[config.mk]
export PLATFORM = sky130hd
export DESIGN_NAME = sap_ctrl_seq
export DESIGN_NICKNAME = d
export VERILOG_FILES = /design/src/rtl/sap_pkg.sv /design/src/rtl/sap_flags_reg.sv /design/src/rtl/sap_ctrl_seq.sv
export SDC_FILE = /design/constraint.sdc
export NUM_CORES = 1
export LEC_CHECK = 0
export ABC_CLOCK_PERIOD_IN_PS = 4100
export CAP_MARGIN = 20
export CORE_MARGIN = 1
export CORE_UTILIZATION = 38
export DETAILED_ROUTE_END_ITERATION = 10
export PLACE_DENSITY = 0.87
export SYNTH_ARGS = -nofsm -noshare
export SYNTH_HDL_FRONTEND = slang
export SYNTH_HIERARCHICAL = 1
export SYNTH_SLANG_ARGS = --single-unit
export TNS_END_PERCENT = 50
[constraint.sdc]
create_clock -name clk -period 4.1 [get_ports clk]
set_input_delay 0.82 -clock clk [delete_from_list [all_inputs] [get_ports clk]]
set_output_delay 0.82 -clock clk [all_outputs]
set_load 0.05 [all_outputs]
[src/rtl/sap_pkg.sv]
// Shared types for the SAP control sequencer: ALU operations, opcodes, T-states and strobe bundle.
package sap_pkg;

    typedef enum logic [2:0] {
        ALU_PASS = 3'd0,
        ALU_ADD  = 3'd1,
        ALU_SUB  = 3'd2,
        ALU_AND  = 3'd3,
        ALU_OR   = 3'd4,
        ALU_XOR  = 3'd5
    } alu_op_e;

    typedef enum logic [3:0] {
        OP_NOP = 4'h0,
        OP_LDA = 4'h1,
        OP_ADD = 4'h2,
        OP_SUB = 4'h3,
        OP_STA = 4'h4,
        OP_LDI = 4'h5,
        OP_JMP = 4'h6,
        OP_JC  = 4'h7,
        OP_JZ  = 4'h8,
        OP_AND = 4'h9,
        OP_OR  = 4'hA,
        OP_XOR = 4'hB,
        OP_JN  = 4'hC,
        OP_RSV = 4'hD,
        OP_OUT = 4'hE,
        OP_HLT = 4'hF
    } opcode_e;

    typedef enum logic [2:0] {
        ST_IDLE = 3'd0,
        ST_T0   = 3'd1,
        ST_T1   = 3'd2,
        ST_T2   = 3'd3,
        ST_T3   = 3'd4,
        ST_T4   = 3'd5,
        ST_HALT = 3'd6
    } ctrl_state_e;

    typedef struct packed {
        logic pc_oe;
        logic pc_inc;
        logic pc_load;
        logic mar_load;
        logic ram_oe;
        logic ram_we;
        logic ir_load;
        logic ir_oe;
        logic a_load;
        logic a_oe;
        logic b_load;
        logic alu_oe;
        logic out_load;
    } strobes_t;

    function automatic alu_op_e alu_op_of(input opcode_e op);
        case (op)
            OP_ADD:  return ALU_ADD;
            OP_SUB:  return ALU_SUB;
            OP_AND:  return ALU_AND;
            OP_OR:   return ALU_OR;
            OP_XOR:  return ALU_XOR;
            default: return ALU_PASS;
        endcase
    endfunction

endpackage

[src/rtl/sap_flags_reg.sv]
// Z/N/C/V flags register: async active-low clear, loads only when we is high.
module sap_flags_reg (
    input  logic       clk,
    input  logic       rst_n,
    input  logic       we,
    input  logic [3:0] d,
    output logic [3:0] q
);

    always_ff @(posedge clk or negedge rst_n) begin
        if (!rst_n) begin
            q <= 4'b0000;
        end else if (we) begin
            q <= d;
        end
    end

endmodule

[src/rtl/sap_ctrl_seq.sv]
// SAP control sequencer: steps T-states, decodes the opcode and drives the datapath strobes.
module sap_ctrl_seq
    import sap_pkg::*;
#(
    parameter int N   = 8,
    parameter int OPW = 4
) (
    input  logic         clk,
    input  logic         rst_n,
    input  logic         step_en,
    input  logic [N-1:0] ir,
    input  logic         alu_z,
    input  logic         alu_n,
    input  logic         alu_c,
    input  logic         alu_v,
    output logic         pc_oe,
    output logic         pc_inc,
    output logic         pc_load,
    output logic         mar_load,
    output logic         ram_oe,
    output logic         ram_we,
    output logic         ir_load,
    output logic         ir_oe,
    output logic         a_load,
    output logic         a_oe,
    output logic         b_load,
    output logic         alu_oe,
    output logic [2:0]   alu_op,
    output logic         out_load,
    output logic         flag_z,
    output logic         flag_n,
    output logic         flag_c,
    output logic         flag_v,
    output logic         halted
);

    ctrl_state_e state, state_nxt;
    opcode_e     opc;
    strobes_t    strb_raw, strb;
    alu_op_e     op_raw;
    logic        we_raw;
    logic [3:0]  flags;

    assign opc = opcode_e'(ir[N-1 -: OPW]);

    always_ff @(posedge clk or negedge rst_n) begin
        if (!rst_n) begin
            state <= ST_IDLE;
        end else if (step_en) begin
            state <= state_nxt;
        end
    end

    always_comb begin
        strb_raw  = '0;
        op_raw    = ALU_PASS;
        we_raw    = 1'b0;
        state_nxt = state;
        unique case (state)
            ST_IDLE: state_nxt = ST_T0;
            ST_T0: begin
                strb_raw.pc_oe    = 1'b1;
                strb_raw.mar_load = 1'b1;
                state_nxt         = ST_T1;
            end
            ST_T1: begin
                strb_raw.ram_oe  = 1'b1;
                strb_raw.ir_load = 1'b1;
                strb_raw.pc_inc  = 1'b1;
                state_nxt        = ST_T2;
            end
            ST_T2: begin
                state_nxt = ST_T0;
                case (opc)
                    OP_LDA, OP_STA, OP_ADD, OP_SUB, OP_AND, OP_OR, OP_XOR: begin
                        strb_raw.ir_oe    = 1'b1;
                        strb_raw.mar_load = 1'b1;
                        state_nxt         = ST_T3;
                    end
                    OP_LDI: begin
                        strb_raw.ir_oe  = 1'b1;
                        strb_raw.a_load = 1'b1;
                    end
                    OP_JMP: begin
                        strb_raw.ir_oe   = 1'b1;
                        strb_raw.pc_load = 1'b1;
                    end
                    // Conditional jumps read the registered flags from the last ALU op
                    OP_JC, OP_JZ, OP_JN: begin
                        if ((opc == OP_JC && flags[1]) || (opc == OP_JZ && flags[3]) ||
                            (opc == OP_JN && flags[2])) begin
                            strb_raw.ir_oe   = 1'b1;
                            strb_raw.pc_load = 1'b1;
                        end
                    end
                    OP_OUT: begin
                        strb_raw.a_oe     = 1'b1;
                        strb_raw.out_load = 1'b1;
                    end
                    OP_HLT:  state_nxt = ST_HALT;
                    default: ;
                endcase
            end
            ST_T3: begin
                state_nxt = ST_T0;
                case (opc)
                    OP_LDA: begin
                        strb_raw.ram_oe = 1'b1;
                        strb_raw.a_load = 1'b1;
                    end
                    OP_STA: begin
                        strb_raw.a_oe   = 1'b1;
                        strb_raw.ram_we = 1'b1;
                    end
                    OP_ADD, OP_SUB, OP_AND, OP_OR, OP_XOR: begin
                        strb_raw.ram_oe = 1'b1;
                        strb_raw.b_load = 1'b1;
                        state_nxt       = ST_T4;
                    end
                    default: ;
                endcase
            end
            ST_T4: begin
                state_nxt       = ST_T0;
                strb_raw.alu_oe = 1'b1;
                strb_raw.a_load = 1'b1;
                op_raw          = alu_op_of(opc);
                we_raw          = 1'b1;
            end
            ST_HALT: state_nxt = ST_HALT;
            default: state_nxt = ST_IDLE;
        endcase
    end

    // A low step_en freezes the sequencer and silences every strobe
    assign strb   = step_en ? strb_raw : '0;
    assign alu_op = step_en ? op_raw : ALU_PASS;

    sap_flags_reg u_flags (
        .clk   (clk),
        .rst_n (rst_n),
        .we    (we_raw & step_en),
        .d     ({alu_z, alu_n, alu_c, alu_v}),
        .q     (flags)
    );

    assign {flag_z, flag_n, flag_c, flag_v} = flags;
    assign halted = (state == ST_HALT);

    assign pc_oe    = strb.pc_oe;
    assign pc_inc   = strb.pc_inc;
    assign pc_load  = strb.pc_load;
    assign mar_load = strb.mar_load;
    assign ram_oe   = strb.ram_oe;
    assign ram_we   = strb.ram_we;
    assign ir_load  = strb.ir_load;
    assign ir_oe    = strb.ir_oe;
    assign a_load   = strb.a_load;
    assign a_oe     = strb.a_oe;
    assign b_load   = strb.b_load;
    assign alu_oe   = strb.alu_oe;
    assign out_load = strb.out_load;

endmodule

=== After elaboration in Yosys (flattened, before gate mapping) ===
Cells that the tools add are included.

* Flip-flop bits (word level): 7
* Logic and storage cells: 64

* Eq/ne operators: 20
* Multiplexer cells: 29
* Bitwise logic cells: 1
* Reductions and logical operators: 12

{| class="wikitable"
|+ Operator list
! kind !! number
|-
| $eq 4x4->1 const B || 7
|-
| $pmux 3 s6 || 1
|-
| $eq 4x3->1 const B || 4
|-
| $mux 1 || 16
|-
| $pmux 3 s5 || 1
|-
| $mux 13 || 1
|-
| $pmux 1 s2 || 5
|-
| $eq 3x3->1 const B || 3
|-
| $mux 3 || 3
|-
| $reduce_or 9->1 || 1
|-
| $eq 4x2->1 const B || 2
|-
| $reduce_or 7->1 || 1
|-
| $eq 3x2->1 const B || 2
|-
| $pmux 3 s2 || 1
|-
| $reduce_or 6->1 || 1
|-
| $reduce_or 5->1 || 1
|-
| $eq 4x1->1 const B || 1
|-
| $eq 3x1->1 const B || 1
|-
| $logic_and 1x1->1 || 3
|-
| $logic_not 3->1 || 1
|-
| $pmux 1 s3 || 1
|-
| $reduce_or 3->1 || 1
|-
| $logic_or 1x1->1 || 2
|-
| $reduce_or 2->1 || 1
|-
| $and 1x1->1 || 1
|}

=== Logic depth before layout (Yosys ltp) ===
* Depth in word-level cells: 8
* Gate-level depth with buffers: 4
* Mapped depth without buffers: 3

=== Hierarchy ===
Netlist, hierarchy kept.

{| class="wikitable"
|+ Modules (own cells, without submodules)
! module !! times used !! cells an instance !! area each (µm²) !! sequential area each (µm²)
|-
| sap_ctrl_seq || 1 || 68 || 553.0 || 75.1
|-
| sap_flags_reg || 1 || 8 || 145.1 || 100.1
|}

=== Least setup slack after synthesis ===
No wires, ideal clock.

* Path type: input to output
* Start: input step_en
* End: output out_load
* Data arrival time: 2.541 ns
* Required time: 3.280 ns
* Path slack: 0.739 ns
* Stages: 2
* Path through: nand4b_1 -> nor4_1

* Longest elaborated chain between the ends: 1

{| class="wikitable"
|+ RTL lines
! item !! RTL line !! source
|-
| from (decl) || sap_ctrl_seq.sv:10 || <nowiki>input logic step_en,</nowiki>
|-
| $mux 13 || sap_ctrl_seq.sv:136 || <nowiki>assign strb = step_en ? strb_raw : '0;</nowiki>
|-
| to (decl) || sap_ctrl_seq.sv:29 || <nowiki>output logic out_load,</nowiki>
|}

No other way between the ends.

=== Final worst setup path ===
* Start: input ir[6]
* End: output pc_load

* Longest elaborated chain between the ends: 8
* Elaborated cells between the ends (all ways): 14
* Those cells by class: 4 x eq/ne; 4 x mux; 6 x reduce/logical

{| class="wikitable"
|+ RTL lines
! item !! RTL line !! source
|-
| from (decl) || sap_ctrl_seq.sv:11 || <nowiki>input logic [N-1:0] ir,</nowiki>
|-
| $eq 4x3->1 / $eq 4x4->1 (equally long branches) || sap_ctrl_seq.sv:74, sap_ctrl_seq.sv:90 ||
|-
| $logic_and 1x1->1 || sap_ctrl_seq.sv:90 || <nowiki>if ((opc == OP_JC && flags[1]) || (opc == OP_JZ && flags[3]) ||</nowiki>
|-
| $logic_or 1x1->1 (2 in a row) || sap_ctrl_seq.sv:90 ||
|-
| $mux 1 || sap_ctrl_seq.sv:90 ||
|-
| $pmux 1 s2 (*) || sap_ctrl_seq.sv:74 || <nowiki>case (opc)</nowiki>
|-
| $mux 1 (*) || sap_ctrl_seq.sv:59 || <nowiki>unique case (state)</nowiki>
|-
| $mux 13 (*) || sap_ctrl_seq.sv:136 ||
|-
| to (decl) || sap_ctrl_seq.sv:18 || <nowiki>output logic pc_load,</nowiki>
|}

Mark *: on every way between the ends. The rest lies on a longest branch, timed or not.

==> results by group <==
Synthesis
  • Leading area contributor after synthesis: dfrtp_1
  • Mapped cell area: 698 sq um
  • Most used DFF post-synth: dfrtp_1
  • Number of synthesized flops with an enable pin: 0
  • Syn Inst Count: 76
  • Syn Area/Cell: 9.19 sq um
  • Area contributors post-synth: dfrtp_1 25%, mux2_2 9.7%, buf_4 5.4%, nor2_1 4.3%, nand2b_1 3.6%
  • Post-synthesis cell type count: 41
  • Synth Warn #: 6
  • Synth Register Bits: 7
  • Simple-gate share of the synthesized area: 32.3%
  • Asr flop ratio synth: 100%
  • Largest family of logic cells by synthesized area: simple AND/OR/NAND/NOR gates
  • Post-synthesis sequential area ratio: ~25%
  • Syn_nets: 91
  • Post-synth top area share: 25.1%
  • Compound-cell area share of the yosys netlist: 21.5%
  • Xor and xnor area share after synthesis: 1.25%
  • Post-synthesis mux area share: 9.68%
  • Synth Area in Adders: 0%

Worst setup path
  • Setup CP Type: in2out
  • Slowest cell on crit path: clkdlybuf4s50_1
  • Critical path peak fanout: 13
  • Crit path largest cell delay: 0.73 ns
  • Worst path required time: 3.28 ns
  • Most frequent CP cell: clkdlybuf4s50_1
  • CP Launch Type: input port
  • CP delay by family, top: buffers and inverters
  • WP data arrival: 2.99 ns
  • Crit path buf inv count: 2
  • CP Capture Type: primary output
  • Worst path cell trace: clkdlybuf4s50_1 > mux2_2 > a32oi_1 > nor2_1 > clkdlybuf4s50_1

Clocking
  • Worst-case clock buffer depth: 2
  • Skew-Pair Late Insertion Delay: around 0.25 ns
  • Cts hold-fix bufs: 0
  • Post-CTS Setup Bufs: 0
  • CTS tree: done
  • Htree depth: 1
  • CTS sink count: 7
  • Post-cts resize count: 0
  • Register clock-pin slew on the reported worst setup and hold paths: 0.05 ns
  • Root buf cell: clkbuf_4
  • CTS buffer count: 3

Job
  • Max-cap violations: 0

Detailed routing
  • Number of vias per cell: 5.19
  • M1 WL: 689 um
  • First-pass DRT Iterations: 4
  • Metal2 WL: ~740 um
  • Residual DRC count: 0
  • Via count: 690
  • DRT Wirelength: around 1600 um
  • Metal3 WL: between 100 and 150 um
  • First DRT Iteration DRCs: 10
  • Wire per inst: 11.9 um
  • Final ANT Viol Nets: 0
  • Max Used Layer: met4

STA
  • Final worst-path cycle share: 92.9%
  • Final hold violations: 0
  • Final min period: 3.81 ns
  • Max Clock Skew: around 0.00074 ns
  • Final setup fails: 0
  • WHS: 0.513 ns
  • Worst slew pin tran: 0.504 ns
  • RSZ-0062 raised after global routing: false
  • Final worst-path setup slack: 0.292 ns
  • Max Fclk: 0.263 GHz
  • Setup TNS: 0 ns
  • Worst slew margin: 66.3%
  • Pins Over Slew Limit: 0

Global routing
  • First-pass GRT wire length: 2510 um
  • Vias in the first global route: 608
  • GRT Resource Usage Total: between 15 and 20%
  • Initial antenna violation count: 0
  • Largest net degree at the start of global routing: 14
  • Overflow after GRT: 0

Outcome
  • Status: completed

Layout
  • Final Cell Area: about 0.0010 sq mm
  • Share of cells above drive strength 1: ~24%
  • Ant diodes: 0
  • Synth-to-layout area growth: 47.0%
  • Nets@finish: 124
  • Core Util, Final: 59.4%
  • Fill count: 162

Place
  • Dpl ws: 0.308 ns
  • Port buffer count: 31
  • Placer Congestion: 0.824
  • DP Area: about 1000 sq um
  • Dpl hpwl: 1220 um

Power
  • VDD IR max: 445 uV
  • Lkg Pwr: 0.410 nW
  • Pwr Density: approximately 570 mW/mm^2

Floorplan
  • # rows: 15
  • CORE AREA: between 0.0015 and 0.002 sq mm
  • Die area: 0.00201 sq mm
  • Initial Util: 40.4%
  • DIE HEIGHT: ~45 um
  • Die W: 44.9 um
  • Total I/O pin count: 36

Min path
  • Min-Delay Path Class: reg2reg
cell usage after synthesis (all sizes together) (2+ instances only):
| cell | count |
|---|---|
| nand3b | 2 |
| buf | 7 |
| inv | 3 |
| nor2 | 8 |
| nand2 | 5 |
| nor3 | 2 |
| mux2 | 6 |
| nand2b | 4 |
| nor4b | 2 |
| or3 | 2 |
| o22ai | 2 |
| a21oi | 3 |
| dfrtp | 7 |
| o21ai | 2 |
metrics by stage:
step                      power, mW  std cells
final                         0.581        133
after global routing          0.612        133
after CTS                     0.586        133
after detailed placement      0.518        129
after global placement        0.515        129
after floorplan               0.421         76
power by group:
part / total, mW / switching [mW] / internal (mW) / leakage (nW)
Combinational: 0.368 / 0.221 / 0.148 / 0.308
Sequential: 0.151 / 0.0486 / 0.102 / 0.0868
Clock: 0.0620 / 0.0249 / 0.0371 / 0.0150
Total: 0.581 / 0.294 / 0.287 / 0.410
kinds of logic (layout without fill, tap and decap cells):
kind of cell / count (synthesis) / count (layout)
AO/OA/AOI/OAI: 18 / 18
XOR/XNOR: 1 / 1
buffers and inverters: 10 / 42
flip-flops: 7 / 7
multiplexers: 6 / 6
AND/OR/NAND/NOR: 34 / 34
path summary, 6_finish.rpt:
kind	end	cells past startpoint	startpoint	slack [ns]
max in group asynchronous	u_flags/q[2]	1	rst_n	3.05
min reg2reg	u_flags/q[0]	1	u_flags/q[0]	0.51
max reg2reg	u_flags/q[3]	4	state[0]	2.55
min in group asynchronous	state[0]	1	rst_n	0.82
min	u_flags/q[0]	1	u_flags/q[0]	0.51
max	pc_load	5	ir[6]	0.29
registers in the layout (all words and copies together) (netlist names):
register / cells
state: 3
u_flags/q: 4
worst register-to-register path, delay by kind of cell (launching register included):
| kind | cells | cell delay [ns] |
|---|---|---|
| buf+inv | 1 | 0.17 |
| mux | 1 | 0.33 |
| simple gates | 2 | 0.38 |
| flops | 1 | 0.56 |
cell usage in the layout (no fill, tap or decap), types with 2 or more instances in the layout:
master and n:
inv_1 3, clkbuf_4 3, a21oi_2 2, o22ai_1 2
mux2_2 6, o21ai_0 2, nor2_1 8, clkdlybuf4s50_1 27
nand2_1 5, dfrtp_1 7, nand2b_1 4, buf_4 8
routing by layer:
metal / global-route usage, % / up-vias
met4: 10.9 / 0
met2: 27.4 / 28
met1: 21.8 / 318
li1: - / 342
met5: 0 / -
met3: 2.80 / 2
cell type report:
| cell class | count | area (sq um) | area share [%] |
|---|---|---|---|
| well taps | 25 | 31.3 | 3.05 |
| flip-flops and latches | 7 | 175 | 17.1 |
| multi-input cells | 59 | 452 | 44.0 |
| repair buffers | 35 | 330 | 32.2 |
| inverters | 3 | 11.3 | 1.10 |
| clock buffers | 4 | 26.3 | 2.56 |
Note: power is estimated with default switching activity, not from simulation.
